==> src/rtl/fifo_sel_pkg.sv <==
// Shared definitions for the FIFO-select arbiter: state encoding, select-code
// layout and helpers.
package fifo_sel_pkg;

    typedef enum logic {
        IDLE = 1'b0,
        LOCK = 1'b1
    } state_t;

    // Bit 7 of the select code marks a valid selection; the low 7 bits carry the index.
    localparam int         SEL_VALID_BIT   = 7;
    localparam logic [7:0] NON_FIFO_CHOOSE = 8'd0;

    // Index width for a given port count, never narrower than one bit.
    function automatic int idx_width(input int port_num);
        return (port_num > 1) ? $clog2(port_num) : 1;
    endfunction

    // Select code for a locked FIFO: zero-extended index with the valid bit set.
    function automatic logic [7:0] make_code(input logic [6:0] idx);
        logic [7:0] code;
        code                = {1'b0, idx};
        code[SEL_VALID_BIT] = 1'b1;
        return code;
    endfunction

endpackage

==> src/rtl/fifo_sel_prio_pick.sv <==
// Rotating priority encoder: returns the first set request at or above the
// start pointer (wrapping), or the lowest set request when rr_mode is low.
module fifo_sel_prio_pick #(
    parameter int PORT_NUM = 8,
    parameter int IDX_W    = 3
) (
    input  logic [PORT_NUM-1:0] req,
    input  logic [IDX_W-1:0]    ptr,
    input  logic                rr_mode,
    output logic [IDX_W-1:0]    idx,
    output logic                valid
);

    // Scan offsets from farthest to nearest so the nearest set request wins last.
    always_comb begin
        int base;
        int cand;
        // NOTE: every output gets a default before the loop so no path leaves it unassigned (no latch).
        idx   = '0;
        valid = |req;
        base  = rr_mode ? int'(ptr) : 0;
        for (int k = PORT_NUM - 1; k >= 0; k--) begin
            cand = base + k;
            if (cand >= PORT_NUM) begin
                cand = cand - PORT_NUM;
            end
            if (req[cand]) begin
                idx = IDX_W'(cand);
            end
        end
    end

endmodule

==> src/rtl/fifo_sel_arb.sv <==
// FIFO-select arbiter: grants one requesting FIFO, holds the grant until the
// consumer releases it or the request drops, and presents the select code
// 128+index, a one-hot grant and a busy flag. All outputs are registered.
// Optional lock timeout enabled by defining FIFO_SEL_TIMEOUT_EN.
module fifo_sel_arb
    import fifo_sel_pkg::*;
#(
    parameter int PORT_NUM    = 8,
    parameter int RR_MODE     = 0,
    parameter int TIMEOUT_CYC = 255
) (
    input  logic                glb_clk,
    input  logic                glb_areset,
    input  logic [PORT_NUM-1:0] fifo_sel_bits,
    input  logic                fifo_sel_done,
    output logic [7:0]          fifo_sel_res_final,
    output logic [PORT_NUM-1:0] fifo_sel_onehot,
    output logic                fifo_sel_busy,
    output logic                fifo_sel_timeout
);

    localparam int IDX_W = idx_width(PORT_NUM);

    state_t           state;
    logic [IDX_W-1:0] lock_idx;
    logic [IDX_W-1:0] rr_ptr;
    logic [IDX_W-1:0] rr_next;
    logic [IDX_W-1:0] win_idx;
    logic             win_valid;
    logic             release_req;
    logic             timeout_fire;

    fifo_sel_prio_pick #(
        .PORT_NUM (PORT_NUM),
        .IDX_W    (IDX_W)
    ) u_prio_pick (
        .req     (fifo_sel_bits),
        .ptr     (rr_ptr),
        .rr_mode (RR_MODE != 0),
        .idx     (win_idx),
        .valid   (win_valid)
    );

    // Release when the consumer is done or the locked FIFO withdraws its request.
    assign release_req = fifo_sel_done || !fifo_sel_bits[lock_idx];

    // Pointer moves one past the winner so the stalled/served FIFO goes last next time.
    assign rr_next = (win_idx == IDX_W'(PORT_NUM - 1)) ? '0 : win_idx + IDX_W'(1);

`ifdef FIFO_SEL_TIMEOUT_EN
    logic [15:0] to_cnt;

    // A normal release in the same cycle takes priority over the timeout.
    assign timeout_fire = (state == LOCK) && !release_req &&
                          (to_cnt == 16'(TIMEOUT_CYC - 1));

    // Count LOCK cycles (held at zero while idle) and pulse on a forced release.
    always_ff @(posedge glb_clk or posedge glb_areset) begin
        if (glb_areset) begin
            to_cnt           <= '0;
            fifo_sel_timeout <= 1'b0;
        end else begin
            fifo_sel_timeout <= timeout_fire;
            if (state == IDLE) begin
                to_cnt <= '0;
            end else begin
                to_cnt <= to_cnt + 16'd1;
            end
        end
    end
`else
    assign timeout_fire     = 1'b0;
    assign fifo_sel_timeout = 1'b0;
`endif

    // Grant/lock state machine with registered select outputs.
    always_ff @(posedge glb_clk or posedge glb_areset) begin
        if (glb_areset) begin
            state              <= IDLE;
            lock_idx           <= '0;
            rr_ptr             <= '0;
            fifo_sel_res_final <= NON_FIFO_CHOOSE;
            fifo_sel_onehot    <= '0;
            fifo_sel_busy      <= 1'b0;
        end else begin
            // NOTE: non-blocking assignments so every register samples pre-edge values.
            unique case (state)
                IDLE: begin
                    if (win_valid) begin
                        state              <= LOCK;
                        lock_idx           <= win_idx;
                        fifo_sel_res_final <= make_code(7'(win_idx));
                        fifo_sel_onehot    <= PORT_NUM'(1) << win_idx;
                        fifo_sel_busy      <= 1'b1;
                        if (RR_MODE != 0) begin
                            rr_ptr <= rr_next;
                        end
                    end
                end
                LOCK: begin
                    if (release_req || timeout_fire) begin
                        state              <= IDLE;
                        fifo_sel_res_final <= NON_FIFO_CHOOSE;
                        fifo_sel_onehot    <= '0;
                        fifo_sel_busy      <= 1'b0;
                    end
                end
                default: state <= IDLE;
            endcase
        end
    end

endmodule

==> config.mk <==
export PLATFORM = sky130hd
export DESIGN_NAME = fifo_sel_arb
export DESIGN_NICKNAME = d
export VERILOG_FILES = /design/src/rtl/fifo_sel_pkg.sv /design/src/rtl/fifo_sel_prio_pick.sv /design/src/rtl/fifo_sel_arb.sv
export SDC_FILE = /design/constraint.sdc
export NUM_CORES = 1
export LEC_CHECK = 0
export CORE_ASPECT_RATIO = 1.1
export CORE_MARGIN = 4
export CORE_UTILIZATION = 35
export CTS_CLUSTER_SIZE = 16
export DETAILED_ROUTE_END_ITERATION = 10
export PLACE_DENSITY = 0.64
export SETUP_SLACK_MARGIN = 0.5
export SYNTH_ARGS = -nofsm -noshare
export SYNTH_HDL_FRONTEND = slang
export SYNTH_SLANG_ARGS = --single-unit
==> constraint.sdc <==
create_clock -name glb_clk -period 2.15 [get_ports glb_clk]
set_input_delay 0.215 -clock glb_clk [delete_from_list [all_inputs] [get_ports glb_clk]]
set_output_delay 0.215 -clock glb_clk [all_outputs]
set_load 0.005 [all_outputs]
---- After elaboration in Yosys (flattened, before gate mapping) ----
Cells that the tools add are included.
operators by class
  $lt $le $gt $ge ......................... 1
  equal/unequal tests ..................... 2
  shift operators ......................... 1
  mux-type cells .......................... 21
  bitwise gates (word level) .............. 1
  reduce and logical (&&, ||, !) cells .... 5
operators with widths
  cell                   number
  $pmux W8 S2            2
  $mux W3                8
  $mux W8                3
  $reduce_or A8 Y1       1
  $shl A1 B3 Y8 const A  1
  $mux W1                5
  $lt A3 B4 Y1 const B   1
  $ne A2 B1 Y1 const B   2
  $pmux W1 S2            2
  $reduce_and A2 Y1      2
  $bmux W1 S3            1
  $logic_not A1 Y1       1
  $logic_or A1 B1 Y1     1
  $not A1 Y1             1
storage, ports and cells
  register bits ........................... 21
  input port bits ......................... 11
  output and inout bits ................... 18
  word-level logic and storage cells ...... 36

---- Logic depth before layout (Yosys ltp) ----
  depth in word-level cells ............... 11
  depth in mapped cells ................... 6
  depth with buffers taken out ............ 4

---- By module ----
A second synthesis with hierarchy kept.
second synthesis, totals
  cells, all modules ...................... 205
  area, all modules ....................... 1794.2 µm²
by module, submodules not included
  module              times used  cells an instance  area an instance (µm²)  sequential area each (µm²)
  fifo_sel_prio_pick  1           121                968.4                   0.0
  fifo_sel_arb        1           84                 825.8                   400.4

---- Worst setup path before layout ----
OpenSTA, ideal clock, no wires.
  path type ............................... register to register
  start point ............................. register lock_idx[1]
  end point ............................... register fifo_sel_onehot[3]
  library setup time ...................... 121 ps
  data arrival time ....................... 1512 ps
  required time ........................... 2029 ps
  slack ................................... 517 ps
  cell stages (with the launch flop) ...... 7
  path buffers ............................ 2
  period minus slack after synthesis ...... 1633 ps
  cell sequence ........................... dfrtp_1 > buf_6 > mux2_4 > a2bb2oi_1 > a32o_1 > buf_6 > a22o_1
on the way
  longest elaborated chain between the ends .. 6
ends and longest elaborated chain
  element                             line                source
  from (decl)                         fifo_sel_arb.sv:25  logic [IDX_W-1:0] lock_idx;
  from (signal assigned)              fifo_sel_arb.sv:91  lock_idx <= win_idx;
  $bmux W1 S3                         fifo_sel_arb.sv:45  assign release_req = fifo_sel_done || !fifo_sel_bits[lock_idx];
  $mux W1 (implied by the code)       fifo_sel_arb.sv:45
  $logic_not A1 Y1                    fifo_sel_arb.sv:45
  $logic_or A1 B1 Y1                  fifo_sel_arb.sv:45
  $ne A2 B1 Y1 (no source line)       -
  $reduce_and A2 Y1 (no source line)  -
  to (signal assigned)                fifo_sel_arb.sv:93  fifo_sel_onehot <= PORT_NUM'(1) << win_idx;
  to (decl)                           fifo_sel_arb.sv:17  output logic [PORT_NUM-1:0] fifo_sel_onehot,
No other way between the ends. The select of a mux whose other input is x is not followed.
A chain may end at the register's enable or synchronous reset.

---- Final worst setup path ----
  start point ............................. register lock_idx[1]
  end point ............................... register fifo_sel_onehot[0]
Same word-level chain as after synthesis.

==> results.yml <==
status:
  result_of_the_run: "finished clean"
die:
  floorplan.die_area_mm2: 0.003413
  starting_density_of_the_core_pct: 37.98
  placeableCoreArea_mm2: 0.002342
  floorplan.io_pins: 29
  die_w_um: 56.07
  die_height_um: 60.88
  placement_rows: 18
routing:
  drt-vias-per-instance: 5.042
  drc: 0
  drt_first_pass_iters: 4
  drt-wirelength-per-cell_um: 14.19
  detailroute.via_count: 726
  totalWireLength_mm: 2.044
  ant_nets: 0
  drtIter0Drc: 23
logic_synthesis:
  flop_and_latch_count_out_of_synthesis: 16
  synthesis.yosys.warnings: 0
  fraction_of_the_yosys_area_taken_by_sequential_cells_pct: 45.01
  synth.top_cell.area_share_pct: 45.01
  synth-async-reset-ratio_pct: 100.0
  yosysTopAreaCell: "dfrtp_1"
  syn_avg_cell_area_um2: 10.23
  number_of_library_cell_types_mapped_by_synthesis: 31
  syn-instance-count: 87
  synth_edf_count: 0
  synth-main-ff-cell: "dfrtp_1"
  biggest_area_contributors_in_the_synthesized_netlist: "dfrtp_1 45%, buf_4 5.1%, a22o_2 4.5%"
  mappedNetlistArea_um2: 889.6
grt:
  vias_in_the_first_global_route: 743
  antenna_found_initial: 0
  grt_start_max_net_pins: 17
  grt_usage_pct: 12.89
  grt_pass1_wl_mm: 3.353
  global_route.overflow_total: 0
critical_path:
  worst_path_max_fanout: 5
  setup.worst_path.class: "flip-flop to flip-flop"
  arrival_ps: 1780
  timing.reg2reg.worst_path_depth: 4
  timing.critical_path.from_type: "flip-flop"
  crit_path_end_kind: "flip-flop"
  rr_endpoint: "fifo_sel_onehot[0]$_DFFE_PP0P_"
  rr_startpoint: "lock_idx[1]$_DFFE_PP0P_"
  cp.required_ps: 2330
  regToRegSetupSlack_ps: 550
cts:
  cts_tree: "built"
  cts_htree_levels: 1
  clockRootBuffer: "clkbuf_4"
  cts_max_path_buffers: 2
  cts-buffers-inserted: 3
  worst_skew_pair.late_latency_ps: 280
  clkSinkCount: 16
  hold_bufs_at_cts: 0
  worst_setup_hold_path_clk_slew_ps: 90
finish:
  layout_commonest_cell: "clkdlybuf4s50_1"
  net_count_of_the_finished_layout: 127
  layout-drive-gt1-share_pct: 20.18
  insertedDiodeCount: 0
  final_cell_mix: "23 x clkdlybuf4s50_1, 15 x dfrtp_1, 9 x nor2_1, 6 x nand2_1, 6 x buf_4"
  syn2layout_area_growth_pct: 32.21
  fillerInstances: 227
timing:
  slew_viol_final: 0
  finalCriticalPeriod_ps: 1600
  grt_setup_unrepaired: "no"
  timing.final.crit_share_pct: 74.40
  final.setup_skew_ps: 0.4574
  fin_ws_ps: 550.3
  setup_viol: 0
  timing.setup.tns_ps: 0
  max-slew-margin-rel_pct: 60.08
  fmax_mhz: 625.1
  final_hold_viol_count: 0
  worst_pin_slew_ps: 598.1
pwr:
  static-leakage-power_nw: 0.5355
  p_per_cell_area_mw_per_mm2: 891.4
  max-vdd-ir-drop_mv: 0.5345
placed_design:
  place_hpwl_mm: 1.562
  pre_cts_ws_ps: 151.8
  placement.io_buffers: 23
  gp_routability_congestion: 0.8514
worst_hold_path:
  hold_path.class: "primary input to asynchronous set/reset pin"
flow_run:
  max_cap_violations: 0
-- cell usage after synthesis, types with 3 or more instances --
cell type and count:
a21o_1 3, a21oi_1 5, a22o_2 4, a32o_1 3, buf_4 6, buf_6 3, dfrtp_1 16, inv_1 3
mux2i_1 3, nand2_1 6, nor2_1 9, nor2b_1 4
-- registers in the layout (all words and copies together), names as in the netlist --
| register | cells |
|---|---|
| fifo_sel_res_final | 4 |
| lock_idx | 3 |
| fifo_sel_onehot | 8 |
| state | 1 |
-- worst max-delay path, cell delays in order (launching register included) --
cell	delay [ps]
dfrtp_2	470
mux2_4	320
a2bb2oi_2	190
a32o_2	300
a22o_2	230
-- metrics by stage --
stage	cells	utilization (%)	hold slack (ps)	power, mW	area, um2
floorplan	91	-	128.7	0.7469	904.6
global placement	139	48.08	467.2	0.8519	1126
detailed placement	139	48.08	469.3	0.8555	1126
CTS	142	49.15	315.3	1.016	1151
global route	144	50.21	352.8	1.124	1176
finish	144	50.21	288.8	1.048	1176
-- cell families after synthesis --
group	after synthesis	synth area share (%)
AND/OR/NAND/NOR	28	16.31
AO/OA/AOI/OAI	25	22.50
flip-flops	16	45.01
buffers and inverters	13	10.69
multiplexers	4	5.063
other	1	0.4215
-- how the worst max path moves through the flow --
| stage | cells after the start | from | endpoint |
|---|---|---|---|
| final | 4 | lock_idx[1]$_DFFE_PP0P_ | fifo_sel_onehot[0]$_DFFE_PP0P_ |
| after global routing | 6 | fifo_sel_bits[2] | lock_idx[0]$_DFFE_PP0P_ |
| after CTS | 4 | lock_idx[1]$_DFFE_PP0P_ | fifo_sel_onehot[0]$_DFFE_PP0P_ |
| after detailed placement | 5 | fifo_sel_bits[0] | fifo_sel_onehot[2]$_DFFE_PP0P_ |
| after global placement | 5 | fifo_sel_bits[0] | fifo_sel_onehot[3]$_DFFE_PP0P_ |
| after floorplan | 6 | lock_idx[1]$_DFFE_PP0P_ | fifo_sel_onehot[3]$_DFFE_PP0P_ |
-- routing by layer --
layer / global-route usage [%] / up-vias / share of wire (%)
met5: 0 / - / 0
met2: 21.04 / 28 / 51
li1: - / 357 / -
met4: 7.119 / 0 / 1.9
met3: 2.979 / 5 / 5.2
met1: 16.01 / 336 / 42
-- repair_timing --
item | 4_1_cts | 5_1_grt
pin swaps | 1 | 3
buffers inserted | 0 | 1
cloned | 0 | 1
endpoints found under the hold margin | 0 | 0
gates resized for setup | 2 | 2
setup endpoints to repair | 10 | 10
-- cell type report --
cell class / count / area (um2) / area share (%)
multi-input cells: 63 / 427.9 / 36.38
flip-flops and latches: 16 / 401.6 / 34.15
well taps: 30 / 37.54 / 3.191
repair buffers: 29 / 275.3 / 23.40
clock buffers: 3 / 22.52 / 1.915
inverters: 3 / 11.26 / 0.9574
-- power breakdown --
| part | switching (mW) | leakage [nW] | internal [mW] |
|---|---|---|---|
| registers | 0.0868 | 0.211 | 0.373 |
| clock network | 0.0915 | 0.0138 | 0.0651 |
| logic | 0.190 | 0.311 | 0.242 |
Power figures use the tool's default switching activity.
